$ cat src/rtl/aes_pkg.sv
// Shared AES helpers: GF(2^8) arithmetic, MixColumns coefficients and the column-FSM encoding.
package aes_pkg;

   localparam logic [7:0] INV_COEF_0E = 8'h0e;
   localparam logic [7:0] INV_COEF_0B = 8'h0b;
   localparam logic [7:0] INV_COEF_0D = 8'h0d;
   localparam logic [7:0] INV_COEF_09 = 8'h09;
   localparam logic [7:0] FWD_COEF_02 = 8'h02;
   localparam logic [7:0] FWD_COEF_03 = 8'h03;
   localparam logic [7:0] FWD_COEF_01 = 8'h01;

   typedef enum logic [1:0] {
      ST_IDLE,
      ST_BUSY,
      ST_DONE
   } state_t;

   function automatic logic [7:0] xtime(input logic [7:0] a);
      return {a[6:0], 1'b0} ^ (8'h1b & {8{a[7]}});
   endfunction

   // Shift-and-add multiply built from an xtime chain, one term per coefficient bit.
   function automatic logic [7:0] gf_mul(input logic [7:0] a, input logic [7:0] c);
      logic [7:0] p;
      logic [7:0] r;
      p = a;
      r = '0;
      for (int i = 0; i < 8; i++) begin
         if (c[i]) r = r ^ p;
         p = xtime(p);
      end
      return r;
   endfunction

endpackage

$ cat src/rtl/inv_mix_word.sv
// Combinational single-column (Inv)MixColumns; with INV_MIX_FWD_EN a mode input picks the matrix.
module inv_mix_word
   import aes_pkg::*;
(
`ifdef INV_MIX_FWD_EN
   input  logic        inverse,
`endif
   input  logic [31:0] word_in,
   output logic [31:0] word_out
);

   logic [7:0] coef [4];
   logic [7:0] b    [4];
   logic [7:0] acc;
   logic [1:0] idx;

   // Row r uses the first-row coefficients rotated right by r, so the weight of byte c is coef[c-r].
   always_comb begin
      coef[0] = INV_COEF_0E;
      coef[1] = INV_COEF_0B;
      coef[2] = INV_COEF_0D;
      coef[3] = INV_COEF_09;
`ifdef INV_MIX_FWD_EN
      if (!inverse) begin
         coef[0] = FWD_COEF_02;
         coef[1] = FWD_COEF_03;
         coef[2] = FWD_COEF_01;
         coef[3] = FWD_COEF_01;
      end
`endif
      b[0] = word_in[31:24];
      b[1] = word_in[23:16];
      b[2] = word_in[15:8];
      b[3] = word_in[7:0];
      acc      = '0;
      idx      = '0;
      word_out = '0;
      for (int r = 0; r < 4; r++) begin
         acc = '0;
         for (int c = 0; c < 4; c++) begin
            idx = 2'(c - r);
            acc = acc ^ gf_mul(b[c], coef[idx]);
         end
         word_out = {word_out[23:0], acc};
      end
   end

endmodule

$ cat src/rtl/inv_mix_columns_seq.sv
// Iterative AES InvMixColumns: one column per clock over valid/ready handshakes.
// Optional macro INV_MIX_FWD_EN adds i_inverse to select the forward matrix per block.
module inv_mix_columns_seq
   import aes_pkg::*;
(
   input  logic         clk,
   input  logic         reset,
   input  logic         i_valid,
   output logic         i_ready,
   input  logic [127:0] i_block,
   output logic         o_valid,
   input  logic         o_ready,
   output logic [127:0] o_block
`ifdef INV_MIX_FWD_EN
   ,
   input  logic         i_inverse
`endif
);

   state_t       state;
   logic [1:0]   col;
   logic [31:0]  cur_word;
   logic [31:0]  mix_word;
   logic [127:0] next_block;
`ifdef INV_MIX_FWD_EN
   logic         mode;
`endif

   // o_block doubles as the working register; col selects the column rewritten this cycle.
   always_comb begin
      cur_word   = '0;
      next_block = o_block;
      case (col)
         2'd0: begin cur_word = o_block[127:96]; next_block[127:96] = mix_word; end
         2'd1: begin cur_word = o_block[95:64];  next_block[95:64]  = mix_word; end
         2'd2: begin cur_word = o_block[63:32];  next_block[63:32]  = mix_word; end
         default: begin cur_word = o_block[31:0]; next_block[31:0] = mix_word; end
      endcase
   end

   inv_mix_word u_word (
`ifdef INV_MIX_FWD_EN
      .inverse  (mode),
`endif
      .word_in  (cur_word),
      .word_out (mix_word)
   );

   always_ff @(posedge clk) begin
      if (reset) begin
         state   <= ST_IDLE;
         col     <= '0;
         o_block <= '0;
         i_ready <= 1'b1;
         o_valid <= 1'b0;
`ifdef INV_MIX_FWD_EN
         mode    <= 1'b1;
`endif
      end else begin
         case (state)
            ST_IDLE: begin
               if (i_valid && i_ready) begin
                  o_block <= i_block;
                  col     <= '0;
                  i_ready <= 1'b0;
                  state   <= ST_BUSY;
`ifdef INV_MIX_FWD_EN
                  mode    <= i_inverse;
`endif
               end
            end
            ST_BUSY: begin
               o_block <= next_block;
               col     <= col + 2'd1;
               if (col == 2'd3) begin
                  o_valid <= 1'b1;
                  state   <= ST_DONE;
               end
            end
            ST_DONE: begin
               if (o_ready) begin
                  o_valid <= 1'b0;
                  i_ready <= 1'b1;
                  state   <= ST_IDLE;
               end
            end
            default: state <= ST_IDLE;
         endcase
      end
   end

endmodule

$ cat config.mk
export PLATFORM = sky130hd
export DESIGN_NAME = inv_mix_columns_seq
export DESIGN_NICKNAME = d
export VERILOG_FILES = /design/src/rtl/aes_pkg.sv /design/src/rtl/inv_mix_word.sv /design/src/rtl/inv_mix_columns_seq.sv
export SDC_FILE = /design/constraint.sdc
export NUM_CORES = 1
export LEC_CHECK = 0
export ABC_AREA = 1
export CORE_ASPECT_RATIO = 0.5
export CORE_UTILIZATION = 54
export CTS_BUF_LIST = sky130_fd_sc_hd__clkbuf_2
export DETAILED_ROUTE_END_ITERATION = 7
export GPL_ROUTABILITY_DRIVEN = 1
export PLACE_DENSITY = 0.9
export SLEW_MARGIN = 20
export SYNTH_ARGS = -nofsm -noshare
export SYNTH_HDL_FRONTEND = slang
export SYNTH_HIERARCHICAL = 1
export SYNTH_SLANG_ARGS = --single-unit
$ cat constraint.sdc
create_clock -name clk -period 3.2 [get_ports clk]
set_input_delay 0.64 -clock clk [delete_from_list [all_inputs] [get_ports clk]]
set_output_delay 0.64 -clock clk [all_outputs]
set_load 0.1 [all_outputs]
# Yosys cells after proc, flatten, opt, wreduce, memory -nomap -nowiden
# Cells that the tools add are included.
dict set report classes {
  addsub 1
  n_eq_ne 12
  n_mux 19
  bitwise 52
  n_reduce_logical 15
}
# op n
set ops {}
lappend ops {{XOR 8 bit} 40}
lappend ops {{case mux 128 bit (2 select lines)} 1}
lappend ops {{2-to-1 mux 128 bit} 1}
lappend ops {{2-to-1 mux 32 bit} 4}
lappend ops {{case mux 32 bit (3 select lines)} 1}
lappend ops {{XOR 8 x 5 -> 8 bit} 12}
lappend ops {{AND reduction 3 bit} 7}
lappend ops {{2-to-1 mux 2 bit} 4}
lappend ops {{inequality test 2 bit (second input constant)} 4}
lappend ops {{equality test 2 bit (second input constant)} 3}
lappend ops {{inequality test 2 x 1 -> 1 bit (second input constant)} 3}
lappend ops {{case mux 2 bit (3 select lines)} 1}
lappend ops {{nonzero test 2 bit} 3}
lappend ops {{equality test 2 x 1 -> 1 bit (second input constant)} 2}
lappend ops {{logical NOT 2 bit} 2}
lappend ops {{2-to-1 mux 1 bit} 4}
lappend ops {{case mux 1 bit (2 select lines)} 2}
lappend ops {{case mux 2 bit (2 select lines)} 1}
lappend ops {{OR reduction 3 bit} 1}
lappend ops {{adder 2 x 1 -> 2 bit (second input constant)} 1}
lappend ops {{AND reduction 2 bit} 1}
lappend ops {{logical AND 1 bit} 1}
dict set report word_totals {
  register_bits 134
  inputBits 132
  output_inout_bits 130
  elab_cells 107
}

# Logic depth before layout (Yosys ltp)
# Gate-level depths: netlist of run 1.
dict set report logic_depth {
  ltp_word 11
  depth_mapped 24
  mapped_depth_nobuf 21
}

# Hierarchy
# Netlist of run 1, hierarchy kept.
# mod instances cells_each area_each_um2
set modules_own_cells {}
lappend modules_own_cells {inv_mix_columns_seq 1 1366 8055.2}
lappend modules_own_cells {inv_mix_word 1 906 4367.9}

# Worst setup path after synthesis of run 1
# Ideal clock, no wire load.
dict set report synth_timing {
  path_kind {reg2reg}
  from {register col[0]}
  to {register o_block[104]}
  arrival_ps 2606
  t_required_ps 3087
  slack_ps 482
  path_stages_with_launch 19
  path_buffers 2
  period_less_slack_ps 2718
  cell_sequence {dfxtp_1 ha_1 clkbuf_1 inv_1 clkbuf_1 nor2_1 a31oi_1 inv_1 nand2_1 nand2_2 xor2_2 xnor2_1 nand2_1 nand2_1 inv_1 nand3_1 nand2_1 nor2_1 nor2_1}
}
dict set report synth_between {
  word_cells_on_any_way 30
  classes_between {eq/ne (3); mux (3); bitwise (22); reduce/logical (2)}
}
# item line
set synth_lines {}
lappend synth_lines {{start, declared} inv_mix_columns_seq.sv:21} ;# logic [1:0] col;
lappend synth_lines {{start signal, assigned} inv_mix_columns_seq.sv:74} ;# col <= col + 2'd1;
lappend synth_lines {{equality test 2 bit, or another cell as far along} inv_mix_columns_seq.sv:33} ;# case (col)
lappend synth_lines {{case mux 32 bit (3 select lines) *} inv_mix_columns_seq.sv:33}
lappend synth_lines {{via cur_word[0]} inv_mix_columns_seq.sv:22} ;# logic [31:0] cur_word;
lappend synth_lines {{XOR 8 bit * (2 in a row)} aes_pkg.sv:29} ;# if (c[i]) r = r ^ p;
lappend synth_lines {{XOR 8 bit *} inv_mix_word.sv:42} ;# acc = acc ^ gf_mul(b[c], coef[idx]);
lappend synth_lines {{via mix_word[8]} inv_mix_columns_seq.sv:23} ;# logic [31:0] mix_word;
lappend synth_lines {{2-to-1 mux 32 bit *} inv_mix_columns_seq.sv:33}
lappend synth_lines {{case mux 128 bit (2 select lines) *} inv_mix_columns_seq.sv:60} ;# case (state)
lappend synth_lines {{end signal, assigned} inv_mix_columns_seq.sv:63} ;# o_block <= i_block;
lappend synth_lines {{end signal, assigned} inv_mix_columns_seq.sv:73} ;# o_block <= next_block;
lappend synth_lines {{end, declared} inv_mix_columns_seq.sv:13} ;# output logic [127:0] o_block
# Mark *: on every way through the listed nets, which the timed path passes. The rest lies on a longest branch. The select of a mux whose other input is x is not followed.
# A chain may end at the register's enable or synchronous reset.

# Worst setup path after layout of run 1
dict set report layout_timing {
  from {register col[0]}
  to {register o_block[64]}
}
dict set report layout_between {
  elab_chain_len 11
  word_cells_on_any_way 30
  classes_between {eq/ne (3); mux (3); bitwise (22); reduce/logical (2)}
}
# item line
set layout_rtl {}
lappend layout_rtl {{equality test 2 bit, or another cell as far along} inv_mix_columns_seq.sv:33}
lappend layout_rtl {{case mux 32 bit (3 select lines) *} inv_mix_columns_seq.sv:33}
lappend layout_rtl {{via cur_word[21]} inv_mix_columns_seq.sv:22}
lappend layout_rtl {{XOR 8 x 5 -> 8 bit * (3 in a row)} aes_pkg.sv:19} ;# return {a[6:0], 1'b0} ^ (8'h1b & {8{a[7]}});
lappend layout_rtl {{XOR 8 bit *} aes_pkg.sv:29}
lappend layout_rtl {{XOR 8 bit * (3 in a row)} inv_mix_word.sv:42}
lappend layout_rtl {{via mix_word[0]} inv_mix_columns_seq.sv:23}
lappend layout_rtl {{2-to-1 mux 32 bit *} inv_mix_columns_seq.sv:33}
lappend layout_rtl {{case mux 128 bit (2 select lines) *} inv_mix_columns_seq.sv:60}
# Marked as above.

==> results.py, run 1 <==
metrics = {
    "setup_path": {
        "crit_path_frequent_cell": "buf_4",
        "crit_buf_inv": 6,
        "r2r_slack_ps": 70,
        "crit_chain": "inv_2 -> ha_2 -> buf_4 -> a21oi_1 -> a31oi_1 -> buf_4 -> buf_4 -> nand2_1 -> nand2_1 -> xor2_1 -> buf_4 -> xnor2_1 -> xor2_1 -> buf_4 -> nand3_2 -> nand2_1 -> nor2_1 -> nor2_1",
        "cp.arrival_ps": 3840,
        "cp_max_fo": 8,
        "crit_type": "register to register",
        "crit_path_start_kind": "register",
        "r2r-start": "col[0]$_SDFFE_PP0P_",
        "max_stage_delay_ps": 430,
        "worstSetupEndpointType": "register",
        "worstRegToRegCells": 18,
        "timing.rr.end": "o_block[64]$_SDFFE_PP0P_",
        "crit_required_ps": 3910,
        "cp_top_family": "buffers and inverters",
        "worst_path_max_delay_cell": "dfxtp_4",
    },
    "yosys": {
        "yosys.area_share.xor_xnor_pct": 7.21,
        "syn-cell-area_um2": 12400,
        "synth_compound_area_share_pct": 3.61,
        "synth-simple-area-share_pct": 53.3,
        "synthAdderAreaFrac_pct": 0.504,
        "yosysWarnings": 6,
        "syn_avg_cell_area_um2": 5.47,
        "synth-seq-area-share_pct": 21.6,
        "synth_top_flop_cell": "dfxtp_1",
        "synth.top_cells.by_count": "976 x nand2_1, 305 x nor2_1, 237 x nand3_1",
        "synth.area.top_cells": "nand2_1 29%, dfxtp_1 22%, nand3_1 9.5%",
        "yosys.area.top_type": "nand2_1",
        "yosys-mux-area-fraction_pct": 0,
        "synthCells": 2272,
        "yosysTopAreaCellShare_pct": 29.5,
        "synthMostInstantiatedCell": "nand2_1",
        "synth_seq_cells": 134,
        "synth_edf_count": 0,
        "synth_top_family_by_area": "simple AND/OR/NAND/NOR gates",
        "async_flop_share_pct": 0,
        "synth_cell_types": 32,
        "syn-num-nets": 2409,
    },
    "cts": {
        "cts_buffers": 17,
        "cts.sinks": 134,
        "path_clk_slew_ps": 280,
        "cts_tree": "done",
        "htreeDepth": 4,
        "cts_root_buffer": "clkbuf_2",
        "clk_latency_ps": 790,
        "cts_hold_buf": 0,
        "cts_buffer_depth": 2,
    },
    "worst_hold_path": {
        "hp-start": "i_block[41]",
        "whs_endpoint": "o_block[41]$_SDFFE_PP0P_",
        "hold_path.class": "input pin to register",
        "holdPathStages": 5,
    },
    "sta": {
        "fmax_mhz": 320,
        "finalClockSkew_ps": 53.6,
        "hold_viol": 0,
        "fin_crit_sh_pct": 97.8,
        "fin_worst_hold_slack_ps": 481,
        "setup_viol": 0,
        "rsz0062_at_grt": "true",
        "final.setup.tns_ps": 0,
        "slew_headroom_pct": 27.4,
        "fin_crit_ps": 3130,
        "maxSlewViolCount": 0,
        "worst_pin_slew_ps": 1090,
    },
    "finish": {
        "seq_area_um2": 2690,
        "final_cell_area_um2": 16800,
        "area_growth_pct": 34.9,
        "fill_cells": 1792,
        "drive_gt1_share_pct": 20.1,
        "postLayoutCoreUtil_pct": 75.8,
        "multi_input_area_um2": 8230,
        "nets": 2819,
    },
    "drt": {
        "drt_iter0_drc": 2237,
        "vias_per_cell": 5.47,
        "drcViolationCount": 0,
        "vias": 16400,
        "routed_wl_um": 54200,
        "wl_per_cell_um": 18.1,
        "ant_nets": 0,
        "first_pass_iters": 8,
    },
    "floorplan": {
        "core_um2": 22100,
        "initial_core_util_pct": 56.2,
        "io_pins": 262,
        "die_h_um": 109,
        "die_x_um": 217,
        "rows": 38,
        "die_area_um2": 23700,
    },
    "placement": {
        "io_buffers": 261,
        "dp_hpwl_um": 41500,
        "dpl_cell_area_um2": 16200,
        "place_congestion": 1.08,
    },
    "power": {
        "vdd_ir_drop_max_mv": 0.541,
        "finalPower_mw": 15.4,
        "powerDensity_nw_per_um2": 917,
        "power_leakage_nw": 9.49,
    },
    "global_routing": {
        "grtUsageTotal_pct": 44.0,
        "grt-ovfl-total": 0,
        "antenna_found_initial": 1,
        "grt_pass1_vias": 13800,
        "grt_pass1_wl_um": 78600,
        "grt_max_degree": 75,
    },
    "run": {
        "max_cap_violations": 0,
    },
    "run_status": {
        "outcome": "finished clean",
    },
}
[cells by family after synthesis]
kind of cell	Yosys count
flops	134
xor+xnor	98
buf+inv	357
fa+ha+maj	5
compound gates	80
simple gates	1598
[state kept, by name, indices dropped and copies added (netlist names)]
| register | flops |
|---|---|
| o_block | 128 |
| col | 2 |
| state | 2 |
| i_ready | 1 |
| o_valid | 1 |
[per-layer routing]
metal | routed length, um | part of all wire, % | GRT usage [%]
met4 | 2000 | 3.7 | 14.7
met1 | 20800 | 38 | 60.6
met2 | 22700 | 42 | 67.1
met3 | 8670 | 16 | 10.8
met5 | 0 | 0 | 0
[placed cells by master (no fill, tap or decap), types with 16 or more instances in the layout]
cell type and n:
clkbuf_2 17, buf_4 359, inv_2 16, nor2_1 305, inv_1 216, nand2_2 43, a21oi_1 41, clkdlybuf4s50_1 131
xor2_1 55, dfxtp_1 131, nand2_1 964, a31oi_1 32, nand3_2 32, xnor2_1 32, nand3_1 228
[what timing repair did]
| item | in CTS | in global routing |
|---|---|---|
| pin swaps | 1 | 6 |
| gates resized for setup | 4 | 50 |
| setup buffers | 0 | 12 |
| endpoints found under the setup margin | 2 | 116 |
| gates cloned | 0 | 1 |
[worst max-delay path by stage]
stage / cells past startpoint / slack, ps / endpoint / startpoint
2_1_floorplan: 18 / 480 / o_block[104]$_SDFFE_PP0P_ / col[0]$_SDFFE_PP0P_
3_3_place_gp: 18 / 100 / o_block[32]$_SDFFE_PP0P_ / col[0]$_SDFFE_PP0P_
3_5_place_dp: 18 / 20 / o_block[64]$_SDFFE_PP0P_ / col[0]$_SDFFE_PP0P_
4_1_cts: 18 / 2 / o_block[64]$_SDFFE_PP0P_ / col[1]$_SDFFE_PP0P_
5_1_grt: 23 / -50 / o_block[60]$_SDFFE_PP0P_ / col[0]$_SDFFE_PP0P_
6_report: 18 / 70 / o_block[64]$_SDFFE_PP0P_ / col[0]$_SDFFE_PP0P_
[cell type report]
type / count / area share [%]
flip-flops and latches: 134 / 16.1
diodes: 1 / 0.0149
repair buffers: 507 / 25.7
clock buffers: 17 / 0.508
inverters: 241 / 5.57
clock inverters: 15 / 0.784
multi-input cells: 1781 / 49.1
well taps: 300 / 2.24
[report_power, final]
group / total (mW) / switching, mW / internal [mW] / leakage, nW
registers: 2.21 / 0.285 / 1.92 / 1.11
clock network: 1.04 / 0.805 / 0.239 / 0.131
logic: 12.1 / 8.06 / 4.05 / 8.25
total: 15.4 / 9.15 / 6.21 / 9.49
[metrics by stage]
stage          worst slack, ps  std cells
2_1_floorplan              482       2272
3_3_place_gp              95.6       2950
3_5_place_dp              24.6       2950
4_1_cts                   1.85       2982
5_1_grt                  -47.8       2996
6_report                  71.9       2996
[worst register-to-register path, stage by stage, from the launching register on]
cell and delay [ps]:
dfxtp_4 430, inv_2 70, ha_2 210, buf_4 180, a21oi_1 180, a31oi_1 100, buf_4 170, buf_4 180
nand2_1 70, nand2_1 90, xor2_1 150, buf_4 150, xnor2_1 170, xor2_1 310, buf_4 210, nand3_2 130
nand2_1 130, nor2_1 50, nor2_1 110
Note: power is estimated with default switching activity, not from simulation.
==> run 2: changes to the inputs <==
--- a/config.mk
+++ b/config.mk
@@ -6,7 +6,7 @@
 export NUM_CORES = 1
 export LEC_CHECK = 0
 export ABC_AREA = 1
-export CORE_ASPECT_RATIO = 0.5
+export CORE_ASPECT_RATIO = 0.9
 export CORE_UTILIZATION = 54
 export CTS_BUF_LIST = sky130_fd_sc_hd__clkbuf_2
 export DETAILED_ROUTE_END_ITERATION = 7
==> results.py, run 2 (synthesis gave the netlist of run 1 again) <==
metrics = {
    "run_status": {
        "outcome": "complete, but fails checks",
        "violations": "design-rule violations",
    },
    "drt": {
        "first_pass_iters": 8,
        "met2_length_um": 23200,
        "top_layer": "met4",
        "vias_per_cell": 5.54,
        "routed_wl_um": 54100,
        "vias": 16300,
        "dr_wl_met3_um": 7240,
        "drcViolationCount": 6,
        "drt_iter0_drc": 2255,
        "wl_met1_um": 21400,
        "wl_per_cell_um": 18.3,
        "ant_nets": 0,
    },
    "global_routing": {
        "antenna_found_initial": 1,
        "grtUsageTotal_pct": 44.0,
        "grt-ovfl-total": 0,
        "grt_max_degree": 130,
        "grt_pass1_vias": 14500,
        "grt_pass1_wl_um": 80000,
    },
    "setup_path": {
        "timing.rr.end": "o_block[6]$_SDFFE_PP0P_",
        "crit_path_start_kind": "register",
        "worstSetupEndpointType": "register",
        "worstRegToRegCells": 18,
        "crit_type": "register to register",
        "worstSetupEndpoint": "o_block[6]$_SDFFE_PP0P_",
        "cp_max_fo": 18,
        "crit_required_ps": 3900,
        "r2r_slack_ps": 60,
        "crit_start": "col[1]$_SDFFE_PP0P_",
        "cp.arrival_ps": 3840,
        "r2r-start": "col[1]$_SDFFE_PP0P_",
    },
    "floorplan": {
        "initial_core_util_pct": 55.2,
        "core_um2": 22500,
        "die_area_um2": 23600,
        "die_x_um": 162,
        "io_pins": 262,
        "die_h_um": 146,
        "rows": 52,
    },
    "placement": {
        "dp_hpwl_um": 40800,
        "dpl_cell_area_um2": 15800,
        "place_congestion": 1.03,
        "io_buffers": 261,
        "dp_slack_ps": -20.4,
    },
    "cts": {
        "cts_tree": "done",
        "cts_buffers": 17,
        "htreeDepth": 4,
        "path_clk_slew_ps": 280,
        "cts_root_buffer": "clkbuf_2",
        "clk_latency_ps": 760,
        "cts_buffer_depth": 2,
        "cts_hold_buf": 0,
        "cts.sinks": 134,
    },
    "sta": {
        "finalClockSkew_ps": 60.2,
        "hold_viol": 0,
        "fmax_mhz": 318,
        "maxSlewViolCount": 0,
        "fin_worst_hold_slack_ps": 499,
        "fin_crit_ps": 3140,
        "worst_pin_slew_ps": 1060,
        "setup_viol": 0,
        "slew_headroom_pct": 29.7,
        "final.setup.tns_ps": 0,
        "fin_crit_sh_pct": 98.2,
        "fin_ws_ps": 57.1,
    },
    "finish": {
        "largest_register_ffs": 128,
        "nets": 2775,
        "drive_gt1_share_pct": 19.5,
        "largestRegisters": "o_block x128, col x2, state x2",
        "area_growth_pct": 34.2,
        "final_cell_area_um2": 16700,
        "top_register": "o_block",
        "layout_commonest_cell": "nand2_1",
        "layout_common_cells": "953 x nand2_1, 312 x buf_4, 305 x nor2_1, 230 x nand3_1, 215 x inv_1",
    },
    "power": {
        "finalPower_mw": 15.0,
        "power_leakage_nw": 9.34,
        "vdd_ir_drop_max_mv": 0.486,
        "powerDensity_nw_per_um2": 899,
    },
    "worst_hold_path": {
        "holdPathStages": 2,
        "hold_path.class": "register to register",
    },
    "run": {
        "max_cap_violations": 0,
    },
}
-- run 2: changes by cell type in the layout (fill, tap and decap cells not counted), moves of 3 or more --
cell and change:
inv_8 +4, bufinv_16 +3, nand2_1 -11, nand3_2 -3, a31oi_1 -7, inv_6 -5
buf_4 -47, nand2_2 +9, a31oi_2 +5
-- run 2: worst min-delay path by stage --
stage                               from                       end  slack, ps
finish              o_valid$_SDFFE_PP0P_      o_valid$_SDFFE_PP0P_        500
floorplan            col[1]$_SDFFE_PP0P_       col[1]$_SDFFE_PP0P_        500
CTS                 o_valid$_SDFFE_PP0P_      o_valid$_SDFFE_PP0P_        490
detailed placement  o_valid$_SDFFE_PP0P_      o_valid$_SDFFE_PP0P_        460
global placement    o_valid$_SDFFE_PP0P_      o_valid$_SDFFE_PP0P_        460
global route                 i_block[14]  o_block[14]$_SDFFE_PP0P_        500
-- run 2: per-stage QoR --
step	utilization, %	instances
2_1_floorplan	-	2272
3_3_place_gp	70.2	2898
3_5_place_dp	70.2	2898
4_1_cts	71.7	2930
5_1_grt	74.0	2949
6_report	74.0	2949
-- run 2: layout make-up --
class,instances,area (um^2)
inverter,241,938
clock buffer,17,85.1
fill,1882,5840
sequential,134,2690
multi-input combinational,1781,8340
antenna,1,2.50
clock inverter,15,228
timing repair buffer,463,4010
tap,297,372
-- run 2: critical path, stage by stage (launching register included) --
cell,delay [ps]
dfxtp_4,430
inv_1,140
ha_4,190
buf_12,160
nand2_1,70
a31oi_2,290
buf_4,200
inv_1,60
nand2_1,90
nand2_2,70
buf_4,170
xnor2_1,200
xor2_1,350
nand2_1,140
nand2_1,120
nand3_1,160
nand2_1,140
nor2_1,50
nor2_1,100
-- run 2: layer usage --
layer | track usage, % | vias to the layer above
met5 | 0 | -
met3 | 7.67 | 189
li1 | - | 7635
met4 | 16.0 | 0
met2 | 67.2 | 1245
met1 | 61.5 | 7278
-- run 2: repair_timing --
| item | in CTS | in global routing |
|---|---|---|
| hold endpoints to repair | 0 | 0 |
| setup endpoints to repair | 18 | 116 |
| resized for setup | 5 | 77 |
| setup buffers | 0 | 15 |
| pin swaps | 1 | 12 |
| gates cloned | 0 | 3 |
-- run 2: report_power, final --
| group | total (mW) | internal, mW | switching, mW |
|---|---|---|---|
| clock | 1.37 | 0.496 | 0.869 |
| sequential | 2.24 | 1.92 | 0.310 |
| combinational | 11.4 | 3.71 | 7.67 |
| total | 15.0 | 6.13 | 8.85 |
